## src/rtl/ins_mem_loader_pkg.sv

```systemverilog
// Shared definitions for the instruction-memory loader and the Full_System top level.
package ins_mem_loader_pkg;

    localparam int unsigned REG_WIDTH = 12;
    localparam int unsigned IM_WIDTH  = 8;

    typedef enum logic [2:0] {
        IDLE    = 3'd0,
        LOAD    = 3'd1,
        FLUSH   = 3'd2,
        RELEASE = 3'd3,
        START   = 3'd4
    } state_e;

endpackage

```

## src/rtl/ins_mem_loader_if.sv

```systemverilog
// Host stream, Ins_Memory write port and CPU control signals of the loader.
interface ins_mem_loader_if
    import ins_mem_loader_pkg::*;
#(
    parameter int unsigned reg_width = REG_WIDTH,
    parameter int unsigned Im_width  = IM_WIDTH
);

    logic                 load_req;
    logic [Im_width:0]    load_len;
    logic                 in_valid;
    logic [reg_width-1:0] in_data;
    logic                 in_ready;
    logic [Im_width-1:0]  im_address;
    logic [reg_width-1:0] im_data;
    logic                 im_wren;
    logic                 cpu_reset;
    logic                 cpu_start;
    logic                 busy;
    logic                 done;
    logic [reg_width-1:0] checksum;

    modport slave (
        input  load_req, load_len, in_valid, in_data,
        output in_ready, im_address, im_data, im_wren,
        output cpu_reset, cpu_start, busy, done, checksum
    );

    modport master (
        output load_req, load_len, in_valid, in_data,
        input  in_ready, im_address, im_data, im_wren,
        input  cpu_reset, cpu_start, busy, done, checksum
    );

endinterface

```

## src/rtl/ins_mem_loader.sv

```systemverilog
// Loads a stream of instruction words into Ins_Memory while holding the CPU in
// reset, then releases the CPU and pulses start so execution begins at PC 0.
module ins_mem_loader
    import ins_mem_loader_pkg::*;
#(
    parameter int unsigned reg_width = REG_WIDTH,
    parameter int unsigned Im_width  = IM_WIDTH
) (
    input  logic              clk,
    input  logic              reset,
    ins_mem_loader_if.slave   bus
);

    localparam logic [Im_width:0] MAX_LEN = {1'b1, {Im_width{1'b0}}};
    localparam logic [Im_width:0] LEN_ONE = (Im_width + 1)'(1);

    state_e               state_q, state_d;
    logic [Im_width:0]    len_q, len_d;
    logic [Im_width:0]    cnt_q, cnt_d;
    logic [Im_width-1:0]  addr_q, addr_d;
    logic [reg_width-1:0] data_q, data_d;
    logic [reg_width-1:0] sum_q, sum_d;
    logic                 wren_q, wren_d;
    logic                 cpu_rst_q, cpu_rst_d;
    logic                 start_q, start_d;
    logic                 done_q, done_d;
    logic                 xfer;

    assign xfer = (state_q == LOAD) && bus.in_valid;

    // State register and registered outputs; reset aborts any load in progress.
    always_ff @(posedge clk) begin
        if (!reset) begin
            state_q   <= IDLE;
            len_q     <= '0;
            cnt_q     <= '0;
            addr_q    <= '0;
            data_q    <= '0;
            sum_q     <= '0;
            wren_q    <= 1'b0;
            cpu_rst_q <= 1'b1;
            start_q   <= 1'b0;
            done_q    <= 1'b0;
        end else begin
            state_q   <= state_d;
            len_q     <= len_d;
            cnt_q     <= cnt_d;
            addr_q    <= addr_d;
            data_q    <= data_d;
            sum_q     <= sum_d;
            wren_q    <= wren_d;
            cpu_rst_q <= cpu_rst_d;
            start_q   <= start_d;
            done_q    <= done_d;
        end
    end

    // Next-state logic; each output register takes the value it must show in the next state.
    always_comb begin
        state_d   = state_q;
        len_d     = len_q;
        cnt_d     = cnt_q;
        addr_d    = addr_q;
        data_d    = data_q;
        sum_d     = sum_q;
        wren_d    = 1'b0;
        cpu_rst_d = cpu_rst_q;
        start_d   = 1'b0;
        done_d    = done_q;
        case (state_q)
            IDLE: begin
                if (bus.load_req) begin
                    done_d = 1'b0;
                    if (bus.load_len != '0) begin
                        len_d     = (bus.load_len > MAX_LEN) ? MAX_LEN : bus.load_len;
                        cnt_d     = '0;
                        sum_d     = '0;
                        cpu_rst_d = 1'b1;
                        state_d   = LOAD;
                    end else begin
                        // Zero-length load just reruns the program already in memory.
                        cpu_rst_d = 1'b0;
                        state_d   = RELEASE;
                    end
                end
            end
            LOAD: begin
                if (xfer) begin
                    addr_d = cnt_q[Im_width-1:0];
                    data_d = bus.in_data;
                    wren_d = 1'b1;
                    sum_d  = sum_q + bus.in_data;
                    cnt_d  = cnt_q + LEN_ONE;
                    if (cnt_q == len_q - LEN_ONE) begin
                        state_d = FLUSH;
                    end
                end
            end
            FLUSH: begin
                cpu_rst_d = 1'b0;
                state_d   = RELEASE;
            end
            RELEASE: begin
                start_d = 1'b1;
                state_d = START;
            end
            START: begin
                done_d  = 1'b1;
                state_d = IDLE;
            end
            default: state_d = IDLE;
        endcase
    end

    assign bus.in_ready   = (state_q == LOAD);
    assign bus.busy       = (state_q != IDLE);
    assign bus.im_address = addr_q;
    assign bus.im_data    = data_q;
    assign bus.im_wren    = wren_q;
    assign bus.cpu_reset  = cpu_rst_q;
    assign bus.cpu_start  = start_q;
    assign bus.done       = done_q;
    assign bus.checksum   = sum_q;

endmodule

```

## src/flat_wrapper.sv

```systemverilog
// flat-port wrapper written by rule: the top's interface ports become plain ports
module ins_mem_loader_flat import ins_mem_loader_pkg::*;
#(
    parameter int unsigned reg_width = REG_WIDTH,
    parameter int unsigned Im_width  = IM_WIDTH
)
  (clk, reset, bus_load_req, bus_load_len, bus_in_valid, bus_in_data, bus_in_ready, bus_im_address, bus_im_data, bus_im_wren, bus_cpu_reset, bus_cpu_start, bus_busy, bus_done, bus_checksum);
  ins_mem_loader_if #(.reg_width(reg_width), .Im_width(Im_width)) bus_i ();
  input  logic clk;
  input  logic reset;
  input wire logic [$bits(bus_i.load_req)-1:0] bus_load_req;
  input wire logic [$bits(bus_i.load_len)-1:0] bus_load_len;
  input wire logic [$bits(bus_i.in_valid)-1:0] bus_in_valid;
  input wire logic [$bits(bus_i.in_data)-1:0] bus_in_data;
  output wire logic [$bits(bus_i.in_ready)-1:0] bus_in_ready;
  output wire logic [$bits(bus_i.im_address)-1:0] bus_im_address;
  output wire logic [$bits(bus_i.im_data)-1:0] bus_im_data;
  output wire logic [$bits(bus_i.im_wren)-1:0] bus_im_wren;
  output wire logic [$bits(bus_i.cpu_reset)-1:0] bus_cpu_reset;
  output wire logic [$bits(bus_i.cpu_start)-1:0] bus_cpu_start;
  output wire logic [$bits(bus_i.busy)-1:0] bus_busy;
  output wire logic [$bits(bus_i.done)-1:0] bus_done;
  output wire logic [$bits(bus_i.checksum)-1:0] bus_checksum;
  assign bus_i.load_req = bus_load_req;
  assign bus_i.load_len = bus_load_len;
  assign bus_i.in_valid = bus_in_valid;
  assign bus_i.in_data = bus_in_data;
  assign bus_in_ready = bus_i.in_ready;
  assign bus_im_address = bus_i.im_address;
  assign bus_im_data = bus_i.im_data;
  assign bus_im_wren = bus_i.im_wren;
  assign bus_cpu_reset = bus_i.cpu_reset;
  assign bus_cpu_start = bus_i.cpu_start;
  assign bus_busy = bus_i.busy;
  assign bus_done = bus_i.done;
  assign bus_checksum = bus_i.checksum;
  ins_mem_loader #(.reg_width(reg_width), .Im_width(Im_width)) u_core (.clk(clk), .reset(reset), .bus(bus_i));
endmodule
```

## config.mk

```make
export PLATFORM = sky130hd
export DESIGN_NAME = ins_mem_loader_flat
export DESIGN_NICKNAME = d
export VERILOG_FILES = /design/src/rtl/ins_mem_loader_pkg.sv /design/src/rtl/ins_mem_loader_if.sv /design/src/rtl/ins_mem_loader.sv /design/src/flat_wrapper.sv
export SDC_FILE = /design/constraint.sdc
export NUM_CORES = 1
export LEC_CHECK = 0
export BUFFER_PORTS_ARGS = -buffer_cell sky130_fd_sc_hd__buf_2
export CELL_PAD_IN_SITES_DETAIL_PLACEMENT = 2
export CELL_PAD_IN_SITES_GLOBAL_PLACEMENT = 2
export CORE_MARGIN = 4
export CORE_UTILIZATION = 35
export CTS_CLUSTER_SIZE = 30
export DETAILED_ROUTE_END_ITERATION = 16
export PLACE_DENSITY_LB_ADDON = 0.1
export SYNTH_ARGS = -nofsm -noshare
export SYNTH_HDL_FRONTEND = slang
export SYNTH_SLANG_ARGS = --single-unit
```

## constraint.sdc

```tcl
create_clock -name clk -period 4.21 [get_ports clk]
set_input_delay 0 -clock clk [delete_from_list [all_inputs] [get_ports clk]]
set_output_delay 0 -clock clk [all_outputs]
set_load 0.01 [all_outputs]
```

# Word-level counts from Yosys, hierarchy flattened
# Index checks and enable logic that the tools add are counted.
dict set report op_classes {
  add_sub_neg 3
  n_lt_le_gt_ge 1
  n_eq_ne 9
  muxes 21
  n_reduce_logical 14
}
# cell n
set op_table {}
lappend op_table {{$mux 12} 3}
lappend op_table {{$mux 9} 4}
lappend op_table {{$pmux 12 s2} 1}
lappend op_table {{$pmux 9 s2} 1}
lappend op_table {{$add 12x12->12} 1}
lappend op_table {{$pmux 3 s4} 1}
lappend op_table {{$add 9x1->9 const B} 1}
lappend op_table {{$eq 9x9->1} 1}
lappend op_table {{$gt 9x9->1 const B} 1}
lappend op_table {{$mux 3} 3}
lappend op_table {{$reduce_bool 9->1} 1}
lappend op_table {{$sub 9x1->9 const B} 1}
lappend op_table {{$reduce_and 2->1} 4}
lappend op_table {{$eq 3x2->1 const B} 2}
lappend op_table {{$ne 2x1->1 const B} 3}
lappend op_table {{$reduce_and 3->1} 2}
lappend op_table {{$reduce_bool 2->1} 3}
lappend op_table {{$mux 1} 5}
lappend op_table {{$pmux 1 s2} 2}
lappend op_table {{$reduce_and 4->1} 1}
lappend op_table {{$eq 3x1->1 const B} 1}
lappend op_table {{$eq 3x3->1 const B} 1}
lappend op_table {{$logic_not 3->1} 1}
lappend op_table {{$reduce_bool 3->1} 1}
lappend op_table {{other kinds (3)} 3}
dict set report totals {
  register_bits 57
  input_bits 25
  out_inout_bits 38
  word_cells 58
}

# Longest topological paths before layout
dict set report logic_depth {
  depth_word 5
  ltp_mapped 9
  mapped_depth_nobuf 8
}

# Worst setup path after synthesis
# Ideal clock, no wire load.
dict set report synth_path {
  path_type {reg-to-reg}
  start {register u_core.sum_q[0] (netlist: u_core.bus.checksum[0])}
  end {register u_core.sum_q[10] (netlist: u_core.bus.checksum[10])}
  setup_time_ns 0.122
  arrival_ns 1.997
  required_time_ns 4.088
  slack_ns 2.091
  stages_incl_launch_ff 9
  synth_period_minus_slack_ns 2.119
  cell_sequence {dfxtp_1 ha_1 fa_1 a21o_1 a21oi_2 o21ai_0 a221oi_1 xor2_1 o21ai_0}
}
dict set report synth_between {
  elab_chain_len 3
}
# element line
set synth_rtl {}
lappend synth_rtl {{start: declaration} ins_mem_loader.sv:22} ;# logic [reg_width-1:0] sum_q, sum_d;
lappend synth_rtl {{start signal: assignment} ins_mem_loader.sv:50} ;# sum_q <= sum_d;
lappend synth_rtl {{$add 12x12->12} ins_mem_loader.sv:92} ;# sum_d = sum_q + bus.in_data;
lappend synth_rtl {{$mux 12} ins_mem_loader.sv:88} ;# if (xfer) begin
lappend synth_rtl {{$pmux 12 s2} ins_mem_loader.sv:70} ;# case (state_q)
# No other way between the ends. The select of a mux whose other input is x is not followed.
# A chain may end at the register's enable or synchronous reset.

# Final worst setup path
# Same ends and word-level chain as after synthesis.

==> results.json <==
{
  "fmax_mhz": 446,
  "cp.arrival_ps": 2460,
  "yosys.cell_types.count": 56,
  "final_hold_viol_count": 0,
  "critPathLaunchType": "flop",
  "synth-seq-cells": 57,
  "fin_crit_sh_pct": 53.2,
  "fin_crit_ps": 2240,
  "end_kind": "flop",
  "syn_avg_cell_area_um2": 8.62,
  "ys_seq_area_share_pct": 35.9,
  "hp-class": "in2reg",
  "overflow": 0,
  "status": "finished, final reports clean",
  "setup_ws_ps": 1970,
  "dieArea_um2": 10700,
  "synth_nets": 408,
  "timing.hold.ws_ps": 8.78,
  "cellInternalPower_w": 0.000962,
  "htree_levels": 3,
  "port_buffers": 62,
  "synth_area_um2": 3180,
  "post_cts_buffers": 0,
  "clock_skew_ps": 8.07,
  "setup_tns_ps": 0,
  "place_ws_ps": 1980,
  "ir_drop_mv": 0.184,
  "maxCapViolCount": 0,
  "root_buffer": "clkbuf_8",
  "clock_sinks": 57,
  "layout.nets": 477,
  "grt_pass1_vias": 3217,
  "vias_per_cell": 5.43,
  "synthFlopType": "dfxtp_1",
  "synth_area_leaders": "dfxtp_1 (36%), nand2_1 (7.2%), a21boi_0 (5.9%), ha_1 (5.1%), xnor2_1 (3.6%)",
  "place_congestion": 0.808,
  "final_core_utilization_pct": 44.2,
  "antenna_found_initial": 0,
  "clock_power_share_pct": 39.2,
  "grt_max_degree": 55,
  "drtIter0Drc": 45,
  "worstPathRequired_ps": 4430,
  "combPwrFrac_pct": 17.9,
  "synth_edf_count": 0,
  "finalSetupViolCount": 0,
  "start_util_pct": 36.3,
  "numCtsBuffers": 9,
  "dieHeight_um": 103,
  "wl_per_cell_um": 17.6,
  "cts_tree": "built",
  "cp_max_fo": 3,
  "grt_pass1_wl_um": 16100,
  "yosysTopAreaCell": "dfxtp_1",
  "grt_usage_pct": 19.6,
  "yosysMostFrequentCell": "nand2_1",
  "async_flop_share_pct": 0,
  "p_switching_w": 0.000393,
  "relSlewSlack_pct": 39.9,
  "insertion_delay_ps": 340,
  "yosys_warnings": 0,
  "final_max_slew_viol_count": 0,
  "powerDensity_nw_per_um2": 350,
  "first_pass_iters": 4,
  "cellLeakagePower_nw": 1.64,
  "synthCells": 369,
  "coreArea_um2": 8760,
  "num_vias": 2987,
  "worst_pin_slew_ps": 902,
  "die_width_um": 103,
  "p_total_w": 0.00135,
  "p_sw_share_pct": 29.0,
  "final_antenna_net_count": 0,
  "clockBufferDepth": 2,
  "post-dp-hpwl_um": 6890,
  "routed_wirelength_um": 9690,
  "crit_type": "reg2reg",
  "synth_top_cell_area_share_pct": 35.9,
  "rsz0062_at_grt": "false",
  "area_growth_pct": 21.7,
  "clkTransAtPathRegs_ps": 70,
  "layout-drive-gt1-share_pct": 20.1,
  "io_pins": 63,
  "fp-row-count": 34,
  "synth_commonest_cells": "nand2_1 (61), dfxtp_1 (57), a21boi_0 (25), nor2_1 (18), nor2b_1 (16)",
  "diodes": 0,
  "num-fill-cells": 992,
  "p_seq_share_pct": 42.9,
  "drc": 0
}
==> cell families after synthesis <==
logic type / count (synthesis) / share of synthesized area [%]
and+or+nand+nor: 155 / 25.6
AOI/OAI and AO/OA: 88 / 20.8
DFF: 57 / 35.9
buffers and inverters: 28 / 4.56
xor gates and xnor gates: 25 / 6.88
adders and majority gates: 14 / 5.74
muxes: 2 / 0.629
==> stage by stage <==
stage,instance area [µm²],std cells
floorplan,3180,369
global placement,3520,519
detailed placement,3520,519
CTS,3870,550
global route,3870,550
finish,3870,550
==> worst paths after layout <==
kind	cells after the start	slack (ps)	to	from
setup reg to reg	8	1970	u_core.bus.checksum[10]	u_core.bus.checksum[0]
hold / removal	3	9	u_core.len_q[0]	bus_load_len[0]
setup / recovery	8	1970	u_core.bus.checksum[10]	u_core.bus.checksum[0]
hold reg to reg	2	470	u_core.bus.im_data[8]	u_core.bus.im_data[8]
==> power by group through the flow <==
stage | combinational, W | sequential (W) | clock [W]
2_1_floorplan | 0.000161 | 0.000592 | 0
3_3_place_gp | 0.000226 | 0.000592 | 0
3_5_place_dp | 0.000233 | 0.000593 | 0
4_1_cts | 0.000247 | 0.000581 | 0.000549
5_1_grt | 0.000271 | 0.000584 | 0.000576
6_report | 0.000242 | 0.000581 | 0.000531
==> state kept, by name, indices dropped and copies added (netlist names) <==
signal and cells:
u_core.bus.im_data 12, u_core.cnt_q 9, u_core.bus.done 1, u_core.bus.checksum 12, u_core.bus.im_address 8, u_core.bus.im_wren 1, u_core.len_q 9, u_core.bus.cpu_reset 1
u_core.bus.cpu_start 1, u_core.state_q 3
==> layout by cell type, fill, tap and decap left out, types with 3 or more instances in the layout <==
cell / Yosys / layout
ha_1: 13 / 13
nand3_1: 13 / 13
inv_1: 7 / 7
nand4_1: 8 / 8
xor2_1: 12 / 12
o21ai_0: 10 / 10
nand2b_1: 3 / 3
dfxtp_1: 57 / 57
dlygate4sd3_1: 0 / 16
a21boi_0: 25 / 25
clkbuf_8: 0 / 11
nand2_1: 61 / 61
nand3b_1: 9 / 9
a21o_1: 4 / 4
o2111ai_1: 3 / 3
xnor2_1: 13 / 13
nor2_1: 18 / 18
o211ai_1: 4 / 4
nor2b_1: 16 / 16
a22oi_1: 8 / 8
and3_1: 4 / 4
buf_2: 2 / 62
nor3_1: 5 / 5
a21oi_1: 11 / 11
nor3b_1: 5 / 5
==> timing repair <==
| item | in CTS | in global routing |
|---|---|---|
| gates resized for setup | 0 | 0 |
| hold buffers | 16 | 0 |
| endpoints found under the hold margin | 16 | 0 |
==> routing by layer <==
layer / global-route usage [%] / part of all wire (%)
met5: 0 / 0
met4: 5.68 / 1.1
met3: 4.69 / 3.8
met2: 35.4 / 52
met1: 22.8 / 43
==> worst max-delay path: stages (launching register included) <==
cell      delay (ps)
dfxtp_1          320
ha_1             240
fa_1             410
a21o_1           180
a21oi_2          190
o21ai_0          160
a221oi_1         360
xor2_1           170
o21ai_0           80
==> area by class of cell <==
cell class | count | area (µm²) | share of cell area, %
clock inverters | 3 | 40.0 | 1.03
well taps | 108 | 135 | 3.49
multi-input cells | 284 | 1900 | 49.0
inverters | 7 | 26.3 | 0.679
repair buffers | 79 | 478 | 12.3
flip-flops and latches | 57 | 1140 | 29.5
clock buffers | 12 | 155 | 4.01
(Power assumes the default switching activity.)
